<file path="src/rtl/step_decoder_pkg.sv">
// Shared definitions for the step decoder: one-hot width macro, legal
// counter-width range and the per-edge action encoding.

`ifndef DECODER_DEFS_DONE
`define DECODER_DEFS_DONE
// One-hot output width for an n-bit select.
`define DEC_W(n) (1<<(n))
`endif

package step_decoder_pkg;

  // Legal range of the select/counter width.
  localparam int SEL_W_MIN = 1;
  localparam int SEL_W_MAX = 5;

  // The single action taken on a clock edge.
  typedef enum logic [1:0] {
    ACT_HOLD = 2'd0,
    ACT_CLR  = 2'd1,
    ACT_LOAD = 2'd2,
    ACT_STEP = 2'd3
  } step_act_e;

  // Resolve the control inputs into one action: clr beats load beats en.
  function automatic step_act_e pick_action(input logic clr,
                                            input logic load,
                                            input logic en);
    step_act_e act;
    if (clr) begin
      act = ACT_CLR;
    end else if (load) begin
      act = ACT_LOAD;
    end else if (en) begin
      act = ACT_STEP;
    end else begin
      act = ACT_HOLD;
    end
    return act;
  endfunction

endpackage

</file>
<file path="src/rtl/decoder_n.sv">
// Combinational N-to-2**N one-hot decoder with a positive enable.
// Every output is low while en is low.

module decoder_n
  import step_decoder_pkg::*;
#(
  parameter int SEL_W = 3
) (
  output logic [`DEC_W(SEL_W)-1:0] m,
  input  logic [SEL_W-1:0]         S,
  input  logic                     en
);

  for (genvar i = 0; i < `DEC_W(SEL_W); i++) begin : g_line
    assign m[i] = (S == SEL_W'(i)) & en;
  end

endmodule

</file>
<file path="src/rtl/step_decoder.sv">
// Step counter feeding a one-hot decoder. Produces control-step timing
// lines T0..T(LAST) with load, clear, up/down stepping, a wrap pulse and
// a clamp-error pulse. The one-hot output follows sel combinationally.

module step_decoder
  import step_decoder_pkg::*;
#(
  parameter int SEL_W = 3,
  parameter int LAST  = (1 << SEL_W) - 1
) (
  input  logic                     clk,
  input  logic                     rst_n,
  input  logic                     clr,
  input  logic                     load,
  input  logic [SEL_W-1:0]         load_val,
  input  logic                     en,
  input  logic                     up,
  input  logic                     oe,
  output logic [SEL_W-1:0]         sel,
  output logic [`DEC_W(SEL_W)-1:0] m,
  output logic                     wrap,
  output logic                     err
);

  // Reject parameter sets the counter cannot represent.
  if (SEL_W < SEL_W_MIN || SEL_W > SEL_W_MAX ||
      LAST < 0 || LAST > `DEC_W(SEL_W) - 1) begin : g_param_check
    $error("step_decoder: illegal parameters SEL_W=%0d LAST=%0d", SEL_W, LAST);
  end

  localparam logic [SEL_W-1:0] LAST_V = SEL_W'(LAST);
  localparam logic [SEL_W-1:0] ZERO_V = {SEL_W{1'b0}};
  localparam logic [SEL_W-1:0] ONE_V  = SEL_W'(1);

  step_act_e        act;
  logic [SEL_W-1:0] sel_next;
  logic             wrap_next;
  logic             err_next;

  // Next step and status pulses; the terminal compare happens before the
  // increment/decrement so sel never leaves 0..LAST.
  always_comb begin
    sel_next  = sel;
    wrap_next = 1'b0;
    err_next  = 1'b0;
    act       = pick_action(clr, load, en);
    case (act)
      ACT_CLR: begin
        sel_next = ZERO_V;
      end
      ACT_LOAD: begin
        if (load_val > LAST_V) begin
          sel_next = LAST_V;
          err_next = 1'b1;
        end else begin
          sel_next = load_val;
        end
      end
      ACT_STEP: begin
        if (up) begin
          if (sel == LAST_V) begin
            sel_next  = ZERO_V;
            wrap_next = 1'b1;
          end else begin
            sel_next = sel + ONE_V;
          end
        end else begin
          if (sel == ZERO_V) begin
            sel_next  = LAST_V;
            wrap_next = 1'b1;
          end else begin
            sel_next = sel - ONE_V;
          end
        end
      end
      ACT_HOLD: begin
        sel_next = sel;
      end
      default: begin
        sel_next = ZERO_V;
      end
    endcase
  end

  // Step register and single-cycle wrap/err pulses.
  always_ff @(posedge clk or negedge rst_n) begin
    if (!rst_n) begin
      sel  <= ZERO_V;
      wrap <= 1'b0;
      err  <= 1'b0;
    end else begin
      sel  <= sel_next;
      wrap <= wrap_next;
      err  <= err_next;
    end
  end

  decoder_n #(
    .SEL_W (SEL_W)
  ) u_dec (
    .m  (m),
    .S  (sel),
    .en (oe)
  );

endmodule

</file>
<file path="config.mk">
export PLATFORM = sky130hd
export DESIGN_NAME = step_decoder
export DESIGN_NICKNAME = d
export VERILOG_FILES = /design/src/rtl/step_decoder_pkg.sv /design/src/rtl/decoder_n.sv /design/src/rtl/step_decoder.sv
export SDC_FILE = /design/constraint.sdc
export NUM_CORES = 1
export LEC_CHECK = 0
export CAP_MARGIN = 20
export CORE_AREA = 2 2 39 41
export CTS_CLUSTER_SIZE = 40
export DETAILED_ROUTE_END_ITERATION = 10
export DIE_AREA = 0 0 41 43
export GPL_TIMING_DRIVEN = 0
export PLACE_DENSITY = 0.64
export SYNTH_ARGS = -nofsm -noshare
export SYNTH_HDL_FRONTEND = slang
export SYNTH_SLANG_ARGS = --single-unit
</file>
<file path="constraint.sdc">
create_clock -name clk -period 3.13 [get_ports clk]
set_clock_uncertainty 0.05 [all_clocks]
set_input_delay 0.626 -clock clk [delete_from_list [all_inputs] [get_ports clk]]
set_output_delay 0.626 -clock clk [all_outputs]
set_load 0.02 [all_outputs]
</file>
==> impl_metrics.json <==
{
  "grt_pass1_wl_um": 1440,
  "areaGrowthSynthToFinish_pct": 63.6,
  "ys_warn_count": 0,
  "finalSetupViolCount": 0,
  "cts-resized-gates": 0,
  "place_ws_ns": 0.352,
  "syn_area_um2": 419,
  "mostFrequentLayoutCell": "clkdlybuf4s50_1",
  "muxShareOfSynthArea_pct": 2.39,
  "worstPathRequired_ns": 2.45,
  "synthCells": 47,
  "power_density_nw_per_um2": 326,
  "dp_hpwl_um": 683,
  "worstPathArrival_ns": 2.09,
  "clock-sinks": 5,
  "cap_violations": 0,
  "final_cell_mix": "22 x clkdlybuf4s50_1, 7 x ha_1, 5 x inv_1, 5 x and2_1, 5 x dfrtp_1",
  "synth_top_family_by_area": "simple AND/OR/NAND/NOR gates",
  "post_cts_buffers": 0,
  "synthSimpleGateAreaFrac_pct": 24.5,
  "cp-start-kind": "input port",
  "syn_nets": 64,
  "syn_area_per_cell_um2": 8.92,
  "hold_buffers": 0,
  "fill_cells": 140,
  "die_w_um": 41,
  "finalCriticalPeriod_ns": 2.77,
  "cts-root-buf": "clkbuf_4",
  "r2r-start": "sel[0]",
  "status": "finished clean",
  "drc_errors": 0,
  "fmax_mhz": 361,
  "clock_latency_ns": 0.24,
  "die_area_um2": 1760,
  "path_max_fanout": 6,
  "num_rows": 14,
  "cts_made_buffers": 3,
  "pwr-share-clk_pct": 33.7,
  "timing.reg2reg.setup_slack_ns": 1.56,
  "clkTransAtPathRegs_ns": 0.05,
  "synth_compound_area_share_pct": 14.0,
  "fin_tns_setup_ns": 0,
  "hold_path_class": "in -> async",
  "cts.htree.levels": 1,
  "postLayoutCellArea_um2": 686,
  "gr-total-overflow": 0,
  "io_pins": 23,
  "drv_slew": 0,
  "crit_start": "oe",
  "n_antenna_cell": 0,
  "p_int_mw": 0.156,
  "p_leak_nw": 0.312,
  "ant_nets": 0,
  "netlist_top_cells_area": "dfrtp_1 30%, ha_1 21%, and2_1 7.5%",
  "end_kind": "primary output",
  "initial_utilization_pct": 30.3,
  "peakVddDrop_mv": 0.313,
  "drtIter0Drc": 7,
  "ys_ff_latch": 5,
  "switching_share_pct": 30.3,
  "cts_max_path_buffers": 2,
  "pwr-share-comb_pct": 32.4,
  "fin_ws_ns": 0.360,
  "antenna_found_initial": 0,
  "synth_top_cell_by_area": "dfrtp_1",
  "critical_path_class": "in -> out",
  "gp_congestion": 0.768,
  "synth_fa_ha_area_share_pct": 20.9,
  "nets": 91,
  "dr.pass1.iters": 3,
  "totalWireLength_um": 855,
  "power_frac_seq_pct": 33.9,
  "portBuffers": 22,
  "grtUsageTotal_pct": 11.8,
  "viasPerCell": 4.54,
  "place_area_um2": 659,
  "cts_tree": "done",
  "synth_top_area_share_pct": 29.9,
  "avgRoutedWirePerCell_um": 9.61,
  "ys_seq_area_share_pct": 29.9,
  "yosys.area_share.xor_xnor_pct": 2.09,
  "hold_violations": 0,
  "grt_pass1_vias": 360,
  "rsz0062_at_grt": "no",
  "p_switching_mw": 0.0677,
  "yosysUniqueCellTypes": 21,
  "grt_max_degree": 12,
  "detailroute.via_count": 404,
  "fin_crit_sh_pct": 88.5,
  "coreArea_um2": 1380,
  "chipHeight_um": 43,
  "drive_above_1_share_pct": 6.85
}
-- sequential cells by signal, summed over array words and instances (netlist names) --
| signal | cells |
|---|---|
| err | 1 |
| sel | 3 |
| wrap | 1 |
-- layer usage --
| metal | routed length, um | up-vias | global-route usage (%) | part of all wire (%) |
|---|---|---|---|---|
| li1 | - | 215 | - | - |
| met1 | 395 | 169 | 13.5 | 46 |
| met2 | 378 | 20 | 18.8 | 44 |
| met3 | 82 | 0 | 6.81 | 9.6 |
| met4 | 0 | 0 | 2.00 | 0 |
| met5 | 0 | - | 0 | 0 |
-- critical path, cell delays in order --
cell	delay, ns
clkdlybuf4s50_1	0.53
nor2b_1	0.20
and2_1	0.14
clkdlybuf4s50_1	0.60
-- power groups by stage --
stage,logic [mW],registers (mW),clock network [mW]
global route,0.0801,0.0764,0.0811
floorplan,0.0323,0.0799,0
CTS,0.0731,0.0757,0.0766
global placement,0.0730,0.0764,0
detailed placement,0.0726,0.0766,0
finish,0.0725,0.0756,0.0753
-- final timing paths --
kind	to	cells past startpoint
worst max-delay path	m[2]	4
worst min-delay path	wrap	1
worst max register to register	sel[0]	5
worst min register to register	sel[1]	2
max in group asynchronous	err	1
min in group clk	sel[1]	2
-- synth_stat cells, drive strengths merged --
cell type,count
and2,5
or3,1
nor2,1
ha,7
a21oi,3
inv,6
nor4,1
a221oi,2
dfrtp,5
nor2b,2
conb,1
mux2i,1
and3,3
xnor2,1
o211ai,1
o21ai,2
nand2,3
o32ai,1
nor3b,1
-- cell families (layout without fill, tap and decap cells) --
kind of cell | after synthesis | after routing
flip-flops | 5 | 5
AO/OA/AOI/OAI | 9 | 9
XOR/XNOR | 1 | 1
adder cells (fa/ha/maj) | 7 | 7
AND/OR/NAND/NOR | 17 | 17
other | 1 | 1
buffers and inverters | 6 | 32
multiplexers | 1 | 1
-- through the flow --
step	hold WS [ns]	std cells	util (%)	power (mW)
after floorplan	0.280	47	-	0.112
after global routing	0.558	89	49.5	0.238
after CTS	0.549	89	49.5	0.225
final	0.545	89	49.5	0.223
after detailed placement	0.687	85	47.6	0.149
after global placement	0.688	85	47.6	0.149
-- layout make-up --
cell class	instances	area [um^2]	area share (%)
Clock buffer	4	26.3	3.83
Timing Repair Buffer	22	220	32.1
Sequential cell	5	125	18.2
Tap cell	16	20.0	2.92
Inverter	6	22.5	3.28
Multi-Input combinational cell	36	272	39.6
(Power assumes the default switching activity.)
